[src/rtl/axi_mem_arbiter.sv]
// axi_mem_arbiter
//   Connects an icache and a dcache to one AXI4 master port.
//   Reads: two requesters (bit0 = icache, bit1 = dcache) share the AR/R
//   channels. A round-robin pointer picks the winner, and only one AR is
//   outstanding at a time. Writes: the dcache alone drives AW/W/B through a
//   separate FSM that runs at the same time as the read FSM.
// Ports
//   clk, rst                 : single rising-edge clock, synchronous active-high reset
//   rd_req/rd_addr/rd_len    : per-requester read request, start address, AXI len
//   rd_gnt                   : one-cycle pulse on the AR handshake for the winner
//   rd_rvalid/rd_rdata/...   : read beats steered to the granted requester
//   wr_req/wr_addr/wr_len    : dcache write request
//   wr_dvalid/wr_data/wr_strb, wr_dready : write beat stream
//   wr_done/wr_resp          : completion pulse with the captured bresp
//   ar*/r*/aw*/w*/b*         : AXI4 master channels
module axi_mem_arbiter #(
  parameter int ADDR_W = 32,
  parameter int DATA_W = 32,
  parameter int ID_W   = 4
) (
  input  logic                  clk,
  input  logic                  rst,
  input  logic [1:0]            rd_req,
  input  logic [2*ADDR_W-1:0]   rd_addr,
  input  logic [15:0]           rd_len,
  output logic [1:0]            rd_gnt,
  output logic [1:0]            rd_rvalid,
  output logic [DATA_W-1:0]     rd_rdata,
  output logic                  rd_rlast,
  output logic                  rd_err,
  input  logic                  wr_req,
  input  logic [ADDR_W-1:0]     wr_addr,
  input  logic [7:0]            wr_len,
  input  logic                  wr_dvalid,
  input  logic [DATA_W-1:0]     wr_data,
  input  logic [DATA_W/8-1:0]   wr_strb,
  output logic                  wr_dready,
  output logic                  wr_done,
  output logic [1:0]            wr_resp,
  output logic [ID_W-1:0]       arid,
  output logic [ADDR_W-1:0]     araddr,
  output logic [7:0]            arlen,
  output logic [2:0]            arsize,
  output logic [1:0]            arburst,
  output logic [1:0]            arlock,
  output logic [3:0]            arcache,
  output logic [2:0]            arprot,
  output logic                  arvalid,
  input  logic                  arready,
  input  logic [ID_W-1:0]       rid,
  input  logic [DATA_W-1:0]     rdata,
  input  logic [1:0]            rresp,
  input  logic                  rlast,
  input  logic                  rvalid,
  output logic                  rready,
  output logic [ID_W-1:0]       awid,
  output logic [ADDR_W-1:0]     awaddr,
  output logic [7:0]            awlen,
  output logic [2:0]            awsize,
  output logic [1:0]            awburst,
  output logic [1:0]            awlock,
  output logic [3:0]            awcache,
  output logic [2:0]            awprot,
  output logic                  awvalid,
  input  logic                  awready,
  output logic [ID_W-1:0]       wid,
  output logic [DATA_W-1:0]     wdata,
  output logic [DATA_W/8-1:0]   wstrb,
  output logic                  wlast,
  output logic                  wvalid,
  input  logic                  wready,
  input  logic [ID_W-1:0]       bid,
  input  logic [1:0]            bresp,
  input  logic                  bvalid,
  output logic                  bready
);

  typedef enum logic [1:0] {R_IDLE, R_AR, R_DATA} r_state_t;
  typedef enum logic [1:0] {W_IDLE, W_AW, W_DATA, W_RESP} w_state_t;

  r_state_t           r_state;
  w_state_t           w_state;
  logic               r_win;
  logic               rr_last;
  logic [ADDR_W-1:0]  r_addr;
  logic [7:0]         r_len;
  logic [ADDR_W-1:0]  w_addr;
  logic [7:0]         w_len;
  logic [7:0]         w_cnt;
  logic [1:0]         rd_elig;
  logic               pick;
  logic [1:0]         win_onehot;
  logic               w_hs;

  // Response IDs are not checked: only one transaction per channel is ever outstanding.
  logic unused_ids;
  assign unused_ids = ^{rid, bid};

  // The dcache may not read while its own write is in flight. A write request
  // that arrives in the same cycle also blocks it, because the write is latched first.
  assign rd_elig    = {rd_req[1] & (w_state == W_IDLE) & ~wr_req, rd_req[0]};
  // rr_last holds the index granted last; on a tie the other requester wins.
  assign pick       = (rd_elig == 2'b11) ? ~rr_last : rd_elig[1];
  assign win_onehot = r_win ? 2'b10 : 2'b01;

  assign arid    = ID_W'(r_win);
  assign araddr  = r_addr;
  assign arlen   = r_len;
  assign arsize  = 3'b010;
  assign arburst = 2'b01;
  assign arlock  = 2'b00;
  assign arcache = 4'b0000;
  assign arprot  = 3'b000;

  assign rd_gnt    = (r_state == R_AR && arvalid && arready) ? win_onehot : 2'b00;
  assign rd_rvalid = (r_state == R_DATA && rvalid) ? win_onehot : 2'b00;
  assign rd_rdata  = rdata;
  assign rd_rlast  = rlast;
  assign rd_err    = |rresp;

  // Read FSM. Reset abandons any burst in flight and re-arms icache priority.
  always_ff @(posedge clk) begin
    if (rst) begin
      r_state <= R_IDLE;
      r_win   <= 1'b0;
      rr_last <= 1'b1;
      r_addr  <= '0;
      r_len   <= '0;
      arvalid <= 1'b0;
      rready  <= 1'b0;
    end else begin
      case (r_state)
        R_IDLE: begin
          if (|rd_elig) begin
            r_win   <= pick;
            rr_last <= pick;
            r_addr  <= pick ? rd_addr[2*ADDR_W-1:ADDR_W] : rd_addr[ADDR_W-1:0];
            r_len   <= pick ? rd_len[15:8] : rd_len[7:0];
            arvalid <= 1'b1;
            r_state <= R_AR;
          end
        end
        R_AR: begin
          if (arready) begin
            arvalid <= 1'b0;
            rready  <= 1'b1;
            r_state <= R_DATA;
          end
        end
        R_DATA: begin
          if (rvalid && rlast) begin
            rready  <= 1'b0;
            r_state <= R_IDLE;
          end
        end
        default: begin
          arvalid <= 1'b0;
          rready  <= 1'b0;
          r_state <= R_IDLE;
        end
      endcase
    end
  end

  assign awid    = ID_W'(2);
  assign awaddr  = w_addr;
  assign awlen   = w_len;
  assign awsize  = 3'b010;
  assign awburst = 2'b01;
  assign awlock  = 2'b00;
  assign awcache = 4'b0000;
  assign awprot  = 3'b000;

  assign wid       = ID_W'(2);
  assign wdata     = wr_data;
  assign wstrb     = wr_strb;
  assign wvalid    = (w_state == W_DATA) & wr_dvalid;
  assign wr_dready = (w_state == W_DATA) & wready;
  assign wlast     = (w_state == W_DATA) & (w_cnt == w_len);
  assign w_hs      = wvalid & wready;

  // Write FSM. wr_done is a registered pulse, so it appears one cycle after bvalid.
  always_ff @(posedge clk) begin
    if (rst) begin
      w_state <= W_IDLE;
      w_addr  <= '0;
      w_len   <= '0;
      w_cnt   <= '0;
      awvalid <= 1'b0;
      bready  <= 1'b0;
      wr_done <= 1'b0;
      wr_resp <= 2'b00;
    end else begin
      wr_done <= 1'b0;
      case (w_state)
        W_IDLE: begin
          if (wr_req) begin
            w_addr  <= wr_addr;
            w_len   <= wr_len;
            w_cnt   <= '0;
            awvalid <= 1'b1;
            w_state <= W_AW;
          end
        end
        W_AW: begin
          if (awready) begin
            awvalid <= 1'b0;
            w_state <= W_DATA;
          end
        end
        W_DATA: begin
          if (w_hs) begin
            w_cnt <= w_cnt + 8'd1;
            if (w_cnt == w_len) begin
              bready  <= 1'b1;
              w_state <= W_RESP;
            end
          end
        end
        W_RESP: begin
          if (bvalid) begin
            bready  <= 1'b0;
            wr_done <= 1'b1;
            wr_resp <= bresp;
            w_state <= W_IDLE;
          end
        end
        default: begin
          awvalid <= 1'b0;
          bready  <= 1'b0;
          w_state <= W_IDLE;
        end
      endcase
    end
  end

endmodule
[config.mk]
export PLATFORM = sky130hd
export DESIGN_NAME = axi_mem_arbiter
export DESIGN_NICKNAME = d
export VERILOG_FILES = /design/src/rtl/axi_mem_arbiter.sv
export SDC_FILE = /design/constraint.sdc
export NUM_CORES = 1
export LEC_CHECK = 0
export CAP_MARGIN = 40
export CORE_AREA = 3 3 161 163
export DETAILED_ROUTE_END_ITERATION = 10
export DIE_AREA = 0 0 164 166
export GPL_TIMING_DRIVEN = 0
export PLACE_DENSITY = 0.59
export SLEW_MARGIN = 30
export SYNTH_ARGS = -nofsm -noshare
export SYNTH_HDL_FRONTEND = slang
export SYNTH_SLANG_ARGS = --single-unit
[constraint.sdc]
create_clock -name clk -period 5.2 [get_ports clk]
set_clock_uncertainty 0.2 [all_clocks]
set_input_delay 0.78 -clock clk [delete_from_list [all_inputs] [get_ports clk]]
set_output_delay 0.78 -clock clk [all_outputs]
set_load 0.02 [all_outputs]
# Word-level counts from Yosys, hierarchy flattened
# Cells that the tools add are included.
# Widths: inputs -> output; s select.
[op_classes]
n_reduce_logical = 22
n_eq_ne = 15
mul = 0
n_mux = 33
shift = 0
add_sub_neg = 1
bitwise = 11
order_cmp = 0
div_mod_pow = 0
[op_table]
columns = ["cell", "count"]
rows = [
  ["$mux 32", 1],
  ["$mux 8", 3],
  ["$mux 2", 11],
  ["$pmux 8 s2", 1],
  ["$reduce_and 3->1", 5],
  ["$ne 2x2->1 const B", 6],
  ["$mux 1", 11],
  ["$add 8x1->8 const B", 1],
  ["$eq 2x2->1 const B", 4],
  ["$eq 8x8->1", 1],
  ["$pmux 2 s4", 1],
  ["$and 1x1->1", 6],
  ["$pmux 1 s3", 2],
  ["$pmux 2 s3", 1],
  ["$reduce_and 2->1", 3],
  ["$reduce_bool 2->1", 3],
  ["$reduce_or 2->1", 3],
  ["$not 1->1", 5],
  ["$reduce_and 5->1", 1],
  ["$eq 2x1->1 const B", 2],
  ["$logic_and 1x1->1", 4],
  ["$logic_not 2->1", 2],
  ["$ne 2x1->1 const B", 2],
  ["$pmux 1 s2", 2],
  ["$reduce_and 4->1", 1],
]
[totals]
latch_bits = 0
romBits = 0
in_bits = 212
mem_bits_rw = 0
ff_bits = 101
wordCells = 97
mem_count = 0
out_inout_bits = 204

# Logic depth before layout (Yosys ltp)
[depth]
depth_word = 6
mapped_depth = 8
mapped_depth_nobuf = 6

# Worst setup path before layout
# OpenSTA, ideal clock, no wires.
[synth_path]
path_kind = "input to output"
start = "input arready"
end = "output rd_gnt[0]"
slack_ns = 2.899
t_required_ns = 4.220
path_stages = 3
n_path_buf = 0
t_arrival_ns = 1.321
path_cell_list = "nor2b_1 nand3_1 nor2_1"
[synth_via]
elab_chain_cells = 2
[synth_lines]
columns = ["element", "line_no", "source"]
rows = [
  ["from (decl)", "49", "input logic arready,"],
  ["$logic_and 1x1->1", "115", "assign rd_gnt = (r_state == R_AR && arvalid && arready) ? win_onehot : 2'b00;"],
  ["$mux 2", "115", ""],
  ["to (decl)", "26", "output logic [1:0] rd_gnt,"],
]
# Every way passes these cells.

# Worst setup path in the final report
[layout_path]
start = "input arready"
end = "output rd_gnt[1]"
# The elaborated chain is that of the path after synthesis.

==> impl_metrics.ini <==
[sta]
setup_viol = 0
max_freq_mhz = 300.5
period_minus_slack_ns = 3.328
slew_headroom_pct = 58.38
post-route-period-util_pct = 64.01
worst_slew_pin_slew_ns = 0.6242
hold_viol = 0
fin_ws_ns = 1.872
final.setup.tns_ns = 0
whs_ns = 0.2567
rsz0062_at_grt = no
drv_slew = 0

[layout]
post_layout_nonfiller_instances = 1292
multiInputGateArea_um2 = 2391
drive_above_1_share_pct = 16.53
fin_nets = 1181
nFillCells = 2537
syn_to_final_growth_pct = 72.44
regArea_um2 = 2022
diodes = 0

[floorplanning]
rows = 57
initial_core_util_pct = 21.77
fp.dieH_um = 166
core-area_um2 = 24460
dieWidth_um = 164
io_pins = 416
die-area_um2 = 27220

[yosys]
yosysTopAreaCellShare_pct = 37.97
ys_seq_area_share_pct = 37.97
synth.avg_cell_area_um2 = 8.659
synth-edff-count = 0
synthTopCellsByArea = dfxtp_1, buf_4, mux2i_1
synthesis.area_um2 = 5325
synth_common_cells = buf_4, dfxtp_1, nand2_1, nor2_1, a21oi_1
synth.most_common_cell = buf_4
ys_ff_latch = 101
async_reset_ff_share_pct = 0
ys.flop_type = dfxtp_1
synth_top_area_cell = dfxtp_1
postSynthCellCount = 615
synth_warnings = 0
ys_types = 48

[worst_setup_path]
worst_setup_path_end_kind = output pin
critPathKind = input pin to output pin
worstPathArrival_ns = 2.35
cp-start-kind = input pin
crit_fanout = 4
required_ns = 4.22

[outcome]
status = complete, no violations

[cts]
numCtsBuffers = 9
cts_resized = 0
clockBufferDepth = 2
h-tree-depth = 3
cts.clk_slew.worst_paths_ns = 0.08
post_cts_buffers = 0
clockRootBuffer = clkbuf_16
holdBufCountCts = 0
clk_latency_ns = 0.34
cts_tree = built
cts_sinks = 101

[global_routing]
grt.total_usage_pct = 12.95
grt_max_degree = 18
grt.overflow.total = 0
grt_pass1_vias = 5067
antenna_found_initial = 0
grt_pass1_wl_um = 27840

[route]
ant_nets = 0
routed_via_density = 3.944
vias = 5096
drt-wirelength-per-cell_um = 14.33
dr.pass1.iters = 4
drtIter0Drc = 184
drc = 0
wl_um = 18510

[power]
power_mw = 3.031
power_density_nw_per_um2 = 330.1
p_leak_nw = 3.964
max-vdd-ir-drop_mv = 0.1609

[placement]
place_inst = 1276
place_ws_ns = 1.861
dp_hpwl_um = 15150
place.gp.congestion = 0.7523
numPortBuffers = 300

[min_path]
hold_class = flip-flop to flip-flop

[job]
maxCapViolations = 0
report_power, final:
part / switching [mW] / leakage (nW) / internal, mW / total, mW
registers: 0.0732 / 0.832 / 0.897 / 0.970
clock network: 0.318 / 0.152 / 0.394 / 0.712
logic: 0.710 / 2.98 / 0.640 / 1.35
cell families after synthesis:
group / count (synthesis) / share of synthesized area, %
buf+inv: 151 / 19.74
mux: 45 / 8.553
other cells: 2 / 0.1410
xor+xnor: 9 / 1.480
simple gates: 197 / 17.25
flops: 101 / 37.97
compound gates: 104 / 13.46
fa+ha+maj: 6 / 1.410
final cells by class:
class,instances,area share (%)
flip-flops and latches,101,22.02
clock buffers,11,2.643
multi-input cells,400,26.04
repair buffers,300,32.70
plain buffers,143,11.12
clock inverters,5,0.7358
well taps,324,4.415
inverters,8,0.3270
final timing paths:
path	start	endpoint	slack [ns]	cells past startpoint
setup reg to reg	w_state[0]	araddr[16]	2.87	7
hold reg to reg	awaddr[13]	awaddr[13]	0.26	2
setup / recovery	arready	rd_gnt[1]	1.87	5
hold / removal	awaddr[13]	awaddr[13]	0.26	2
placed cells by master (no fill, tap or decap), drive strengths merged, types with 2 or more instances in the layout:
cell type	instances
mux2i	44
ha	6
a21oi	47
clkbuf	25
o21a	2
nand2	101
buf	129
inv	10
nor3	3
and3b	2
o21ai	3
nand3	6
clkdlybuf4s50	300
a211oi	40
a211o	4
nor4	3
dfxtp	101
conb	39
and3	4
xor2	8
nor2	54
and2	5
clkinv	2
or3	2
nand4	4
or2	2
nor2b	7
flip-flops by register name (all words and copies together) (netlist names):
signal and flops:
awvalid 1, wr_done 1, arlen 8, awaddr 32, rready 1, wr_resp 2
w_state 2, w_cnt 8, bready 1, arvalid 1, awlen 8, r_state 2
araddr 32, rr_last 1, r_win 1
through the flow:
step	area, um2	utilization (%)
finish	9183	37.54
floorplan	5464	-
CTS	9183	37.54
global placement	8872	36.27
detailed placement	8872	36.27
global route	9183	37.54
worst max-delay path: stages:
cell             delay, ns
clkdlybuf4s50_1       0.52
nor2b_1               0.19
nand3_1               0.11
nor2_1                0.10
clkdlybuf4s50_1       0.64
per-layer routing:
layer  wire (um)  GRT usage, %  vias to the layer above
met5           0             0                        -
met3        1654         4.590                       16
li1            -             -                     2617
met2        9507         23.95                      198
met1        7127         14.03                     2265
met4         219         2.869                        0
No activity file was read; power rests on OpenSTA's default activity.
